File: config.mk
export PLATFORM = sky130hd
export DESIGN_NAME = register_file_mp
export DESIGN_NICKNAME = d
export VERILOG_FILES = /design/src/rtl/register_file_mp.sv
export SDC_FILE = /design/constraint.sdc
export NUM_CORES = 2
export LEC_CHECK = 0
export ABC_CLOCK_PERIOD_IN_PS = 5700
export CAP_MARGIN = 20
export CELL_PAD_IN_SITES_DETAIL_PLACEMENT = 2
export CELL_PAD_IN_SITES_GLOBAL_PLACEMENT = 2
export CORE_ASPECT_RATIO = 1.75
export CORE_MARGIN = 3
export CORE_UTILIZATION = 40
export DETAILED_ROUTE_END_ITERATION = 10
export PLACE_DENSITY_LB_ADDON = 0.2
export SLEW_MARGIN = 0
export SYNTH_ARGS = -nofsm -noshare
export SYNTH_HDL_FRONTEND = slang
export SYNTH_SLANG_ARGS = --single-unit
File: constraint.sdc
create_clock -name clk -period 5.7 [get_ports clk]
set_input_delay 0.57 -clock clk [delete_from_list [all_inputs] [get_ports clk]]
set_output_delay 0.57 -clock clk [all_outputs]
set_load 0.03 [all_outputs]
File: src/rtl/register_file_mp.sv
// Multi-port register file: NUM_RD async reads, two prioritised writes, bulk-clear sweep.
// Optional RF_BYPASS_EN macro forwards same-cycle write data to matching read ports.
module register_file_mp #(
  parameter int DW       = 32,
  parameter int AW       = 5,
  parameter int NUM_RD   = 2,
  parameter int ZERO_REG = 1
) (
  input  logic                 clk,
  input  logic                 rst_n,
  input  logic [NUM_RD*AW-1:0] ra,
  output logic [NUM_RD*DW-1:0] rd,
  input  logic                 we0,
  input  logic [AW-1:0]        wa0,
  input  logic [DW-1:0]        wd0,
  input  logic                 we1,
  input  logic [AW-1:0]        wa1,
  input  logic [DW-1:0]        wd1,
  input  logic                 clr,
  output logic                 busy,
  output logic                 clr_done
);

  localparam int DEPTH = 2 ** AW;

  typedef enum logic [1:0] {
    S_IDLE,
    S_CLEAR,
    S_DONE
  } state_t;

  state_t r_state;
  state_t w_state_nxt;

  logic [AW-1:0] r_cnt;
  logic [DW-1:0] r_mem [DEPTH];

  logic w_idle;
  logic w_wr0;
  logic w_wr1;
  logic w_last;

  assign w_idle = (r_state == S_IDLE);
  assign w_last = (r_cnt == AW'(DEPTH - 1));

  // Writes only land in IDLE; entry 0 is read-only when hardwired to zero.
  assign w_wr0 = w_idle && we0 &&
                 !((ZERO_REG != 0) && (wa0 == '0));
  assign w_wr1 = w_idle && we1 &&
                 !((ZERO_REG != 0) && (wa1 == '0));

  always_ff @(posedge clk or negedge rst_n) begin
    if (!rst_n) begin
      r_state <= S_IDLE;
    end else begin
      r_state <= w_state_nxt;
    end
  end

  always_comb begin
    w_state_nxt = r_state;
    busy        = 1'b0;
    clr_done    = 1'b0;
    unique case (r_state)
      S_IDLE: begin
        if (clr) begin
          w_state_nxt = S_CLEAR;
        end
      end
      S_CLEAR: begin
        busy = 1'b1;
        if (w_last) begin
          w_state_nxt = S_DONE;
        end
      end
      S_DONE: begin
        clr_done    = 1'b1;
        w_state_nxt = S_IDLE;
      end
      default: begin
        w_state_nxt = S_IDLE;
      end
    endcase
  end

  always_ff @(posedge clk or negedge rst_n) begin
    if (!rst_n) begin
      r_cnt <= '0;
    end else if (r_state == S_CLEAR) begin
      r_cnt <= r_cnt + 1'b1;
    end else begin
      r_cnt <= '0;
    end
  end

  // Port 1 is assigned last so it wins on an address collision.
  always_ff @(posedge clk or negedge rst_n) begin
    if (!rst_n) begin
      r_mem <= '{default: '0};
    end else if (r_state == S_CLEAR) begin
      r_mem[r_cnt] <= '0;
    end else begin
      if (w_wr0) begin
        r_mem[wa0] <= wd0;
      end
      if (w_wr1) begin
        r_mem[wa1] <= wd1;
      end
    end
  end

  for (genvar k = 0; k < NUM_RD; k++) begin : g_rd
    logic [AW-1:0] w_ra;
    logic [DW-1:0] w_rd;

    assign w_ra = ra[k*AW +: AW];

    always_comb begin
      w_rd = r_mem[w_ra];
`ifdef RF_BYPASS_EN
      if (w_wr0 && (wa0 == w_ra)) begin
        w_rd = wd0;
      end
      if (w_wr1 && (wa1 == w_ra)) begin
        w_rd = wd1;
      end
`endif
      if ((ZERO_REG != 0) && (w_ra == '0)) begin
        w_rd = '0;
      end
    end

    assign rd[k*DW +: DW] = w_rd;
  end

endmodule

# --- Yosys cells after proc, flatten, opt, wreduce, memory -nomap -nowiden ---
# Cells that the tools add are included.
word_totals:
  register_bits: 1031
  inputBits: 89
  out_inout_bits: 66
  wordCells: 96
op_classes:
  n_addsub: 1
  order_cmp: 8
  eq_ne: 5
  muxes: 26
  bitwise_logic: 7
  n_reduce_logical: 15
ops:
  columns: ["cell", "n"]
  rows:
  - ["2-to-1 mux 1024 bit", 4]
  - ["bitwise mux 1024 bit", 2]
  - ["bitwise AND 1024 bit", 1]
  - ["inverter 1024 bit", 1]
  - ["demux 32 bit (select 5 bit)", 3]
  - ["binary-select mux 32 bit (select 5 bit)", 2]
  - ["2-to-1 mux 32 bit", 9]
  - ["greater-or-equal comparator 6 bit, second input constant", 5]
  - ["inverter 5 -> 6 bit", 5]
  - ["zero test 5 bit", 4]
  - ["< comparator 6 x 1 -> 1 bit, second input constant", 3]
  - ["logical AND 1 bit", 7]
  - ["adder 5 x 1 -> 5 bit, second input constant", 1]
  - ["equality test 5 bit, second input constant", 1]
  - ["2-to-1 mux 5 bit", 1]
  - ["2-to-1 mux 2 bit", 2]
  - ["!= test 2 bit, second input constant", 2]
  - ["case mux 2 bit (2 select lines)", 1]
  - ["equality test 2 x 1 -> 1 bit, second input constant", 1]
  - ["equality test 2 bit, second input constant", 1]
  - ["zero test 1 bit", 2]
  - ["zero test 2 bit", 1]
  - ["2-to-1 mux 1 bit", 2]
  - ["AND reduction 2 bit", 1]

# --- Depth between registers and ports, before layout ---
depth:
  ltp_word: 11
  depth_mapped: 9
  ltp_nobuf: 6

# --- Least setup slack after synthesis ---
# OpenSTA, ideal clock, no wires.
synth_timing:
  kind: "input port to output port"
  start: "input port ra[0]"
  end: "output port rd[13]"
  arrival_ps: 2628
  required_ps: 5130
  path_slack_ps: 2502
  stages: 7
  n_path_buf: 4
  path_cell_list: "buf_2 -> inv_1 -> buf_2 -> buf_1 -> clkbuf_1 -> o2111ai_1 -> a311oi_1"
synth_via:
  elab_chain_cells: 5
  word_cells_on_any_way: 6
  classes_between: "mux: 4; bitwise: 1; reduce/logical: 1"
synth_lines:
  columns: ["item", "line", "rtl"]
  rows:
  - ["start, declared", "11", "input logic [NUM_RD*AW-1:0] ra,"]
  - ["inverter 5 -> 6 bit (not written as such)", "119", "w_rd = r_mem[w_ra];"]
  - ["binary-select mux 32 bit (select 5 bit)", "119", null]
  - ["2-to-1 mux 32 bit (not written as such) (2 in series)", "119", null]
  - ["2-to-1 mux 32 bit *", "128", "if ((ZERO_REG != 0) && (w_ra == '0)) begin"]
  - ["end, declared", "12", "output logic [NUM_RD*DW-1:0] rd,"]
# Every way passes the cells marked *; elsewhere a longest branch is shown, timed or not. The select of a mux whose other input is x is not followed.

# --- Final worst setup path ---
layout_timing:
  start: "input port ra[2]"
  end: "output port rd[6]"
# The elaborated chain is that of the path after synthesis.

==> summary.md <==
| Metric | Value |
|---|---|
| Worst Reg-to-Reg Cells | `6` |
| Cts bufs inserted | `114` |
| WP data required | `5.13 ns` |
| Nets | `7,137` |
| FF-to-FF End | `r_mem[617]$_DFF_PN0_` |
| TritonCTS clock tree | `done` |
| Worst vdd ir | `0.327 mV` |
| Reg clk slew, reported paths | `0.07 ns` |
| Fin crit share | `94.7%` |
| Resized Gates After CTS | `0` |
| Cell area power density | `338 nW/um2` |
| # Max-Cap Violations | `0` |
| Largest net degree at the start of global routing | `204` |
| Worst-path cell chain | `buf_8 > or4_2 > o21ai_0 > a311oi_1 > buf_4 > clkdlybuf4s50_1` |
| Seq/Total Area, Yosys | `33.9%` |
| Slew headroom | `0.189%` |
| Ys async rst share | `100%` |
| Reg area | `25,800 um2` |
| Synth Instances | `7,566` |
| WP data arrival | `4.83 ns` |
| CTS Buffer Depth | `3` |
| Port-buffer cells | `154` |
| Worst Path Buf+Inv | `3` |
| Worst-Margin Slew | `1.50 ns` |
| Prevailing post-synth register cell | `dfrtp_1` |
| Row Count | `211` |
| Die area | `196,000 um2` |
| Layout cells sized above 1 | `20.5%` |
| Via count | `82.9k` |
| Die extent in y | `583 um` |
| First-pass GRT wire length | `666 mm` |
| Routed Antenna Nets | `0` |
| Worst hold margin | `0.357 ns` |
| Gpl congestion | `0.953` |
| Drt first pass iters | `6` |
| Crit path max-delay cell type | `or4_2` |
| Area Overhead vs Synth | `10.5%` |
| P_leak | `28.3 nW` |
| Crit start category | `input port` |
| Unrepaired setup endpoints after global routing | `no` |
| Number of global-route vias before repair | `86.7k` |
| Layout Skew | `0.0280 ns` |
| Drt wl/cell | `48.6 um` |
| Area of the mapped netlist | `76,000 um2` |
| Initial Utilization | `40.3%` |
| Type of the most critical hold path | `in2async` |
| Ys Warns | `0` |
| Root Buffer | `clkbuf_16` |
| Multi-input gate area | `45,600 um2` |
| Synth area leaders | `dfrtp_1 (34%), mux4_2 (13%), o2bb2ai_1 (9.0%)` |
| Initial DRC Count | `12.0k` |
| Synthesized net count | `7,660` |
| Levels on crit path | `6` |
| IO Pins | `155` |
| Mean Syn Cell Area | `10.0 um2` |
| Post-synth EDFFs | `0` |
| Antenna violations before repair | `62` |
| R2r startpoint | `r_state[0]$_DFFE_PN0P_` |
| Critical path class | `in2out` |
| Final hold vios | `0` |
| H-Tree Depth | `3` |
| Placed wire-length estimate | `281 mm` |
| Count of cell types in the netlist | `67` |
| Setup violations, final | `0` |
| Die W | `336 um` |
| WL final | `468 mm` |
| Family with the most delay on the worst path | `compound AO/OA/AOI/OAI gates` |
| Reg2Reg Setup Slack | `1.84 ns` |
| Clock latency on the worst-skew pair | `0.79 ns` |
| Gr usage total | `46.9%` |
| Filler cells | `19.1k` |
| Sink Count | `1,031` |
| Yosys top cell by area | `dfrtp_1` |
| Final instance area | `84,000 um2` |
| Global route overflow | `0` |
| Slew Viols, Final | `0` |
| Worst Path Max Fanout | `67` |
| Seq cells post-synth | `1,031` |
| Fmax | `185 MHz` |
| CORE AREA | `189,000 um2` |
| Worst setup EP type | `primary output` |
| Run status | `completed` |
| Vias/cell | `8.62` |
| Area after DPL | `79,800 um2` |
| Setup TNS | `0 ns` |
| Fin crit period | `5.40 ns` |
| Worst path max stage delay | `1.09 ns` |
| Area share of the largest cell type after synthesis | `33.9%` |
| DRC errors left | `0` |
==> metrics by stage <==
step | std cells | utilization, % | total power, mW | setup WS, ns
CTS | 9570 | 44.4 | 27.8 | 0.527
detailed placement | 9364 | 42.3 | 19.4 | 0.577
global placement | 9355 | 42.2 | 18.8 | 0.493
floorplan | 7566 | - | 14.8 | 2.50
global route | 9587 | 44.5 | 29.1 | 0.408
finish | 9620 | 44.5 | 28.4 | 0.299
==> worst max-delay path by stage <==
stage / from / end / slack [ns]
final: ra[2] / rd[6] / 0.30
after global routing: ra[2] / rd[4] / 0.41
after CTS: ra[2] / rd[6] / 0.53
after detailed placement: ra[2] / rd[6] / 0.58
after global placement: ra[2] / rd[5] / 0.49
after floorplan: ra[0] / rd[13] / 2.50
==> report_power, final <==
part           switching [mW]  internal (mW)  total (mW)
combinational            7.97           3.39        11.4
clock                    3.66           4.74        8.40
sequential              0.781           7.85        8.63
==> cell type report <==
cell class | instances | share of cell area (%)
diodes | 39 | 0.116
clock buffers | 168 | 4.11
clock inverters | 37 | 0.621
repair buffers | 576 | 6.34
well taps | 2449 | 3.65
inverters | 56 | 0.259
multi-input cells | 5264 | 54.2
flip-flops and latches | 1031 | 30.7
==> worst register-to-register path: stages, from the launching register on <==
cell and delay (ns):
dfrtp_1 0.65, buf_4 0.36, nand4bb_4 0.55, buf_12 0.39
o41ai_1 1.39, o21ai_0 0.20, o2bb2ai_1 0.18
==> routing by layer <==
layer  track usage [%]  wire length [um]
met4              41.9             48700
met1              53.1            156000
met5                 0               221
met3              15.9             55800
met2              69.8            207000
==> sequential cells by signal, summed over array words and instances (netlist names) <==
| name | count |
|---|---|
| r_state | 2 |
| r_cnt | 5 |
| r_mem | 1024 |
==> synth_stat cells (all sizes together), types with 129 or more instances <==
master      n
buf       421
o2bb2ai   781
a211oi    160
o21ai     971
clkbuf    794
o41ai     788
mux2i     129
dfrtp    1031
nand2     199
nor3      164
a21oi     784
mux4      448
==> cell usage in the layout, fill, tap and decap left out, drive strengths merged, types with 6 or more instances in the layout <==
| cell | netlist | layout |
|---|---|---|
| o21ai | 971 | 971 |
| nand2 | 199 | 199 |
| clkbuf | 794 | 177 |
| or2 | 6 | 6 |
| buf | 421 | 467 |
| bufinv | 0 | 13 |
| mux2 | 64 | 64 |
| a221o | 102 | 102 |
| mux4 | 448 | 448 |
| nor4 | 6 | 6 |
| o31ai | 70 | 70 |
| a21oi | 784 | 784 |
| dfrtp | 1031 | 1031 |
| nand3 | 17 | 17 |
| nand2b | 16 | 16 |
| a31oi | 36 | 36 |
| or3b | 7 | 7 |
| o2111ai | 28 | 28 |
| diode | 0 | 39 |
| nor2b | 102 | 102 |
| inv | 56 | 57 |
| o41ai | 788 | 788 |
| a311oi | 67 | 67 |
| nor2 | 78 | 78 |
| nand3b | 6 | 6 |
| a211oi | 160 | 160 |
| clkinv | 0 | 20 |
| a221oi | 47 | 47 |
| nor3 | 164 | 164 |
| o32ai | 8 | 8 |
| and2 | 6 | 6 |
| nor3b | 6 | 6 |
| clkdlybuf4s50 | 0 | 99 |
| a22oi | 64 | 64 |
| and4 | 62 | 62 |
| mux2i | 129 | 129 |
| or4 | 6 | 6 |
| o2bb2ai | 781 | 781 |
==> cell families after synthesis <==
logic type | share of synthesized area [%]
AO/OA/AOI/OAI | 37.5
buffers and inverters | 7.14
flip-flops | 33.9
AND/OR/NAND/NOR | 5.39
multiplexers | 15.9
adder cells (fa/ha/maj) | 0.0823
XOR/XNOR | 0.0230
==> what timing repair did <==
action,4_1_cts,5_1_grt
setup buffers,0,0
hold buffers,1,0
hold endpoints to repair,69,0
Power figures use the tool's default switching activity.
